## src/rtl/quat_delta_integrator_if.sv

```systemverilog
// Delta-quaternion stream and orientation/status bus between the gyro delta stage and the integrator.
// Latency: none (wiring only).
// Backpressure: the source holds dq0..dq3 with dq_valid until it sees dq_ready at a rising edge.
//
// Signals:
//   init              load identity orientation / abort (source -> integrator)
//   dq_valid/dq_ready delta handshake
//   dq0..dq3          signed Q15 delta quaternion, scalar first
//   q0..q3            signed Q15 held orientation (registered)
//   q_valid           one-cycle pulse, q0..q3 just updated
//   busy, sat_flag    operation in progress / sticky saturation indicator
interface quat_delta_integrator_if;
    logic               init;
    logic               dq_valid;
    logic               dq_ready;
    logic signed [15:0] dq0;
    logic signed [15:0] dq1;
    logic signed [15:0] dq2;
    logic signed [15:0] dq3;
    logic signed [15:0] q0;
    logic signed [15:0] q1;
    logic signed [15:0] q2;
    logic signed [15:0] q3;
    logic               q_valid;
    logic               busy;
    logic               sat_flag;

    modport master (
        output init, dq_valid, dq0, dq1, dq2, dq3,
        input  dq_ready, q0, q1, q2, q3, q_valid, busy, sat_flag
    );

    modport slave (
        input  init, dq_valid, dq0, dq1, dq2, dq3,
        output dq_ready, q0, q1, q2, q3, q_valid, busy, sat_flag
    );
endinterface

```

## src/rtl/quat_delta_integrator.sv

```systemverilog
// Integrates Q15 delta quaternions: q <- q (x) dq via one time-shared 16x16 MAC, Q15 round/saturate.
// Latency: q_valid in the cycle after the 17th edge following acceptance (26th with renormalisation).
// Backpressure: dq_ready only in IDLE without init; a delta offered while busy waits at the source.
//
// Ports: clk, rst (async, active high); bus (quat_delta_integrator_if.slave): init, dq_valid,
//        dq_ready, dq0..dq3 in, q0..q3 out, q_valid, busy, sat_flag.
// Optional feature macro: QUAT_RENORM_EN adds first-order renormalisation after each update
//        (NORM: 4 MAC cycles + 1 cycle for the scale factor, SCALE: 4 cycles).
module quat_delta_integrator #(
    parameter int ACC_W = 36
) (
    input  logic                    clk,
    input  logic                    rst,
    quat_delta_integrator_if.slave  bus
);

    localparam logic [2:0] S_IDLE  = 3'd0;
    localparam logic [2:0] S_MAC   = 3'd1;
    localparam logic [2:0] S_WR    = 3'd2;
`ifdef QUAT_RENORM_EN
    localparam logic [2:0] S_NORM  = 3'd3;
    localparam logic [2:0] S_SCALE = 3'd4;
`endif

    logic [2:0]               state;
    logic [3:0]               idx;
    logic signed [15:0]       q   [4];
    logic signed [15:0]       d   [4];
    logic signed [15:0]       stg [4];
    logic signed [ACC_W-1:0]  acc;
    logic                     sat_flag;
    logic                     q_valid;

    // Round-half-up to Q15 and clamp to the symmetric range; bit 16 flags saturation.
    function automatic logic [16:0] round_sat(input logic signed [ACC_W-1:0] v);
        logic signed [ACC_W-1:0] t;
        t = (v + ACC_W'(16384)) >>> 15;
        if (t > ACC_W'(32767))
            return {1'b1, 16'h7FFF};
        else if (t < -ACC_W'(32767))
            return {1'b1, 16'h8001};
        else
            return {1'b0, 16'(t)};
    endfunction

    // MAC operand selection. For Hamilton component c and term t the q operand is q[t]
    // and the dq operand is d[c ^ t]; six of the sixteen products enter negated.
    logic signed [15:0]      mac_a;
    logic signed [15:0]      mac_b;
    logic                    mac_neg;
    logic                    mac_first;
    logic signed [31:0]      prod;
    logic signed [ACC_W-1:0] prod_ext;
    logic signed [ACC_W-1:0] acc_base;
    logic signed [ACC_W-1:0] acc_sum;
    logic [16:0]             mac_rs;

    always_comb begin
        mac_a     = q[idx[1:0]];
        mac_b     = d[idx[1:0] ^ idx[3:2]];
        mac_neg   = 1'b0;
        mac_first = (idx[1:0] == 2'd0);
        case (idx)
            4'd1, 4'd2, 4'd3, 4'd7, 4'd9, 4'd14: mac_neg = 1'b1;
            default: ;
        endcase
`ifdef QUAT_RENORM_EN
        // Norm pass: sum of squares of the freshly written q.
        if (state == S_NORM) begin
            mac_b     = q[idx[1:0]];
            mac_neg   = 1'b0;
            mac_first = (idx == 4'd0);
        end
`endif
        prod     = 32'(mac_a) * 32'(mac_b);
        prod_ext = ACC_W'(prod);
        acc_base = mac_first ? {ACC_W{1'b0}} : acc;
        acc_sum  = acc_base + (mac_neg ? -prod_ext : prod_ext);
        mac_rs   = round_sat(acc_sum);
    end

`ifdef QUAT_RENORM_EN
    // s = (3 - n)/2 in Q15 (about 1.0); n is in Q30 so the >>> 16 also halves.
    logic signed [16:0]      s_q15;
    logic signed [ACC_W-1:0] norm_diff;
    logic signed [32:0]      scl_prod;
    logic [16:0]             scl_rs;

    always_comb begin
        norm_diff = (ACC_W'(3) <<< 30) - acc;
        scl_prod  = 33'(q[idx[1:0]]) * 33'(s_q15);
        scl_rs    = round_sat(ACC_W'(scl_prod));
    end
`endif

    always_ff @(posedge clk or posedge rst) begin
        if (rst) begin
            state    <= S_IDLE;
            idx      <= 4'd0;
            acc      <= '0;
            sat_flag <= 1'b0;
            q_valid  <= 1'b0;
            q[0]     <= 16'sd32767;
            q[1]     <= 16'sd0;
            q[2]     <= 16'sd0;
            q[3]     <= 16'sd0;
            for (int i = 0; i < 4; i++) begin
                d[i]   <= 16'sd0;
                stg[i] <= 16'sd0;
            end
`ifdef QUAT_RENORM_EN
            s_q15    <= 17'sd0;
`endif
        end else begin
            q_valid <= 1'b0;
            if (bus.init) begin
                // Abort: partial results are dropped, no q_valid pulse.
                state    <= S_IDLE;
                idx      <= 4'd0;
                acc      <= '0;
                sat_flag <= 1'b0;
                q[0]     <= 16'sd32767;
                q[1]     <= 16'sd0;
                q[2]     <= 16'sd0;
                q[3]     <= 16'sd0;
            end else begin
                case (state)
                    S_IDLE: begin
                        if (bus.dq_valid) begin
                            d[0]  <= bus.dq0;
                            d[1]  <= bus.dq1;
                            d[2]  <= bus.dq2;
                            d[3]  <= bus.dq3;
                            idx   <= 4'd0;
                            state <= S_MAC;
                        end
                    end
                    S_MAC: begin
                        acc <= acc_sum;
                        // Last term of a component: stage its rounded result.
                        if (idx[1:0] == 2'd3) begin
                            stg[idx[3:2]] <= mac_rs[15:0];
                            if (mac_rs[16])
                                sat_flag <= 1'b1;
                        end
                        if (idx == 4'd15) begin
                            idx   <= 4'd0;
                            state <= S_WR;
                        end else begin
                            idx <= idx + 4'd1;
                        end
                    end
                    S_WR: begin
                        for (int i = 0; i < 4; i++)
                            q[i] <= stg[i];
`ifdef QUAT_RENORM_EN
                        idx   <= 4'd0;
                        state <= S_NORM;
`else
                        q_valid <= 1'b1;
                        state   <= S_IDLE;
`endif
                    end
`ifdef QUAT_RENORM_EN
                    S_NORM: begin
                        if (idx != 4'd4) begin
                            acc <= acc_sum;
                            idx <= idx + 4'd1;
                        end else begin
                            s_q15 <= 17'(norm_diff >>> 16);
                            idx   <= 4'd0;
                            state <= S_SCALE;
                        end
                    end
                    S_SCALE: begin
                        q[idx[1:0]] <= scl_rs[15:0];
                        if (scl_rs[16])
                            sat_flag <= 1'b1;
                        if (idx == 4'd3) begin
                            idx     <= 4'd0;
                            q_valid <= 1'b1;
                            state   <= S_IDLE;
                        end else begin
                            idx <= idx + 4'd1;
                        end
                    end
`endif
                    default: state <= S_IDLE;
                endcase
            end
        end
    end

    assign bus.dq_ready = (state == S_IDLE) && !bus.init;
    assign bus.busy     = (state != S_IDLE);
    assign bus.q_valid  = q_valid;
    assign bus.sat_flag = sat_flag;
    assign bus.q0       = q[0];
    assign bus.q1       = q[1];
    assign bus.q2       = q[2];
    assign bus.q3       = q[3];

endmodule

```

## src/flat_wrapper.sv

```systemverilog
// flat-port wrapper written by rule: the top's interface ports become plain ports
module quat_delta_integrator_flat 
#(
    parameter int ACC_W = 36
)
  (clk, rst, bus_init, bus_dq_valid, bus_dq0, bus_dq1, bus_dq2, bus_dq3, bus_dq_ready, bus_q0, bus_q1, bus_q2, bus_q3, bus_q_valid, bus_busy, bus_sat_flag);
  quat_delta_integrator_if bus_i ();
  input  logic clk;
  input  logic rst;
  input wire logic [$bits(bus_i.init)-1:0] bus_init;
  input wire logic [$bits(bus_i.dq_valid)-1:0] bus_dq_valid;
  input wire logic [$bits(bus_i.dq0)-1:0] bus_dq0;
  input wire logic [$bits(bus_i.dq1)-1:0] bus_dq1;
  input wire logic [$bits(bus_i.dq2)-1:0] bus_dq2;
  input wire logic [$bits(bus_i.dq3)-1:0] bus_dq3;
  output wire logic [$bits(bus_i.dq_ready)-1:0] bus_dq_ready;
  output wire logic [$bits(bus_i.q0)-1:0] bus_q0;
  output wire logic [$bits(bus_i.q1)-1:0] bus_q1;
  output wire logic [$bits(bus_i.q2)-1:0] bus_q2;
  output wire logic [$bits(bus_i.q3)-1:0] bus_q3;
  output wire logic [$bits(bus_i.q_valid)-1:0] bus_q_valid;
  output wire logic [$bits(bus_i.busy)-1:0] bus_busy;
  output wire logic [$bits(bus_i.sat_flag)-1:0] bus_sat_flag;
  assign bus_i.init = bus_init;
  assign bus_i.dq_valid = bus_dq_valid;
  assign bus_i.dq0 = bus_dq0;
  assign bus_i.dq1 = bus_dq1;
  assign bus_i.dq2 = bus_dq2;
  assign bus_i.dq3 = bus_dq3;
  assign bus_dq_ready = bus_i.dq_ready;
  assign bus_q0 = bus_i.q0;
  assign bus_q1 = bus_i.q1;
  assign bus_q2 = bus_i.q2;
  assign bus_q3 = bus_i.q3;
  assign bus_q_valid = bus_i.q_valid;
  assign bus_busy = bus_i.busy;
  assign bus_sat_flag = bus_i.sat_flag;
  quat_delta_integrator #(.ACC_W(ACC_W)) u_core (.clk(clk), .rst(rst), .bus(bus_i));
endmodule
```

## config.mk

```make
export PLATFORM = sky130hd
export DESIGN_NAME = quat_delta_integrator_flat
export DESIGN_NICKNAME = d
export VERILOG_FILES = /design/src/rtl/quat_delta_integrator_if.sv /design/src/rtl/quat_delta_integrator.sv /design/src/flat_wrapper.sv
export SDC_FILE = /design/constraint.sdc
export NUM_CORES = 1
export LEC_CHECK = 0
export ABC_AREA = 1
export CORE_MARGIN = 3
export CORE_UTILIZATION = 50
export DETAILED_ROUTE_END_ITERATION = 12
export PLACE_DENSITY_LB_ADDON = 0.25
export SYNTH_ARGS = -nofsm -noshare
export SYNTH_HDL_FRONTEND = slang
export SYNTH_SLANG_ARGS = --single-unit
```

## constraint.sdc

```tcl
create_clock -name clk -period 12.5 [get_ports clk]
set_input_delay 2.5 -clock clk [delete_from_list [all_inputs] [get_ports clk]]
set_output_delay 2.5 -clock clk [all_outputs]
set_load 0.005 [all_outputs]
```

==> run metrics <==
outcome=complete, no violations; worst-case hold path end point=u_core.bus.q2[12]; syn avg cell area=7.46 sq um; vias after detailed routing=22.0k; Inserted Diodes=0; worst r2r dst=u_core.stg[41]; die extent in y=231 microns; most frequent cell after synthesis=sky130_fd_sc_hd__nand2_1; maximum clock insertion buffer count=3; worst-path maximum fanout=32; antenna violations before repair=1; standard-cell rows=81; count of flip-flops with a built-in enable after synthesis=0; wire length reported by the detailed router=75,100 microns; area of combinational cells with multiple inputs=16,400 sq um; CP Data Arrival Time=11.99 ns; Setup crit start kind=flop; Final Max Slew Viols=0; via count of the first global-routing pass=22.0k; largest net degree at the start of global routing=90; unrepaired setup endpoints after global routing=false; final critical-path required period=11.50 ns; buffer count from post-CTS setup fixing=0; cell at the slowest stage of the critical path=sky130_fd_sc_hd__fa_1; number of nets at the end of the flow=3,974; count of buffer and inverter cells on the critical path=7; first-pass GRT wire length=121,000 microns; Synth-to-Final Area Change=11.7%; synth unique cells=54; kind of cell adding the most delay to the critical path=simple AND/OR/NAND/NOR gates; top cell type's share of synthesized area=21.8%; crit path kind=flop to flop; critical path data required time=12.99 ns; maximum single-stage delay on the critical path=0.58 ns; Post-synth ARST share=100%; drt via density=5.24; endpoint class of the critical path=flop; number of clock sinks=236; count of buffers inserted at the top-level ports=135; launch point of the worst reg-to-reg path=u_core.idx[2]; global-route congestion overflow total=0; final RePlAce weighted congestion=0.958; worst slew pin tran=1.05 ns; share of final-layout standard cells stronger than drive strength 1=8.51%; Top-Level Pins=136; Primary FF master, synth=sky130_fd_sc_hd__dfrtp_1; library cell used as clock root buffer=sky130_fd_sc_hd__clkbuf_16; number of maximum-capacitance constraint violations=0; period utilization=92.0%; Total Neg Setup Slack=0 ns; most prevalent standard cell on the critical path=sky130_fd_sc_hd__nand2_1; Synth area leaders=sky130_fd_sc_hd__dfrtp_1, sky130_fd_sc_hd__fa_1, sky130_fd_sc_hd__nand2_1; horizontal extent of the die=231 microns; number of buffers inserted for hold repair after clock tree synthesis=0; Filler Cells Inserted=4,646; fmax=87.0 MHz; area of the core=49,500 sq um; Cells after Synth=3,397; CTS Buf Count=27; register area=5920 sq um; total half-perimeter wirelength after legalization and detailed placement=60,000 microns; Register-to-Register Path Depth=54; total of endpoints with negative setup slack in the final report=0; flip-flop and latch count after synthesis=236; synthesized netlist net count=3,851; cell type contributing the most total cell area after synthesis=sky130_fd_sc_hd__dfrtp_1; starting utilization of the core area=51.2%; number of antenna-violating nets in the routed design=0; number of hold violations in the final report=0; final routed DRC violation total=0; post-route clock skew=0.0417 ns; Yosys warning count=0; class of the worst hold path=flop to flop; WL per Instance=17.9 microns; Gates resized, CTS repair=0; synth cell count leaders=sky130_fd_sc_hd__nand2_1, sky130_fd_sc_hd__inv_1, sky130_fd_sc_hd__nor2_1; worst slew margin relative to its limit=29.7%; reg2reg setup slack=1.0 ns; Initial DRC Count=1,886; clock edge transition at the registers on the reported setup and hold paths=0.06 ns; floorplan die area=53,400 sq um; clock latency at the later pin of the worst-skew pair=0.59 ns; post-synthesis instance area=25,300 sq um; Hold Path Origin=u_core.stg[28]; GRT Overall Usage=28.7%; number of instances on the worst hold path=2; CTS HTree Levels=1; fraction of the yosys area taken by sequential cells=23.4%; iteration count of the initial detailed-routing pass=5; clock tree from TritonCTS=yes
stage by stage:
stage	cells	setup WS, ns	hold WS [ns]	area (sq um)	util (%)
floorplan	3397	3.10	0.449	25300	-
global placement	4155	1.29	0.463	27500	55.6
detailed placement	4155	1.34	0.467	27500	55.6
CTS	4203	1.28	0.450	28300	57.3
global route	4203	0.223	0.490	28300	57.3
finish	4203	0.999	0.465	28300	57.3
sequential cells by signal, indices dropped and copies added (netlist names):
register             flops
u_core.idx               4
u_core.bus.q_valid       1
u_core.bus.q2           16
u_core.acc              36
u_core.d                64
u_core.bus.q1           16
u_core.bus.q0           16
u_core.bus.q3           16
u_core.stg              64
u_core.state             2
u_core.bus.sat_flag      1
worst max-delay path by stage:
stage	from	end	slack, ns	depth (start not counted)
after global routing	u_core.idx[2]	u_core.stg[45]	0.22	52
after detailed placement	u_core.idx[2]	u_core.stg[45]	1.34	50
after global placement	u_core.idx[2]	u_core.stg[29]	1.29	50
final	u_core.idx[2]	u_core.stg[41]	1.0	54
after floorplan	u_core.idx[0]	u_core.stg[16]	3.10	63
after CTS	u_core.idx[2]	u_core.stg[14]	1.28	53
routing by layer:
layer  GRT usage (%)  part of all wire (%)
met1            40.9                    44
met2            43.9                    43
met3            6.24                   8.9
met4            8.79                   3.5
met5               0                     0
layout by cell type, fill, tap and decap left out, drive strengths merged, types with 27 or more instances in the layout:
| cell | synthesis | layout |
|---|---|---|
| nand2 | 1015 | 1015 |
| inv | 688 | 689 |
| nor2 | 356 | 356 |
| fa | 263 | 263 |
| dfrtp | 221 | 221 |
| nand3 | 137 | 137 |
| clkdlybuf4s50 | 0 | 135 |
| ha | 123 | 123 |
| o21ai | 111 | 111 |
| a21oi | 92 | 92 |
| mux2 | 64 | 64 |
| xor2 | 43 | 43 |
| nand4 | 40 | 40 |
| clkbuf | 65 | 39 |
| buf | 13 | 37 |
| o22ai | 33 | 33 |
| clkinv | 21 | 27 |
tightest hold or removal path, stage by stage (launching register included):
cell	delay [ns]
sky130_fd_sc_hd__dfrtp_1	0.35
sky130_fd_sc_hd__nand2_1	0.05
sky130_fd_sc_hd__o21ai_0	0.06
layout make-up:
type                       instances  share of cell area (%)
multi-input combinational       2374                    58.1
clock inverter                     9                   0.269
sequential                       236                    20.9
tap                              664                    2.93
inverter                         709                    9.42
clock buffer                      39                    2.65
timing repair buffer             172                    5.75
cell families after synthesis:
logic type | count (synthesis) | share of synthesized area, %
and+or+nand+nor | 1579 | 26.4
DFF | 236 | 23.4
xor gates and xnor gates | 65 | 2.36
buffers and inverters | 787 | 11.8
adders and majority gates | 386 | 26.8
AOI/OAI and AO/OA | 280 | 6.31
muxes | 64 | 2.84
Power is left out: the tool's default activity adds up to more than one toggle a clock period on the data nets, which glitch-free logic cannot reach.
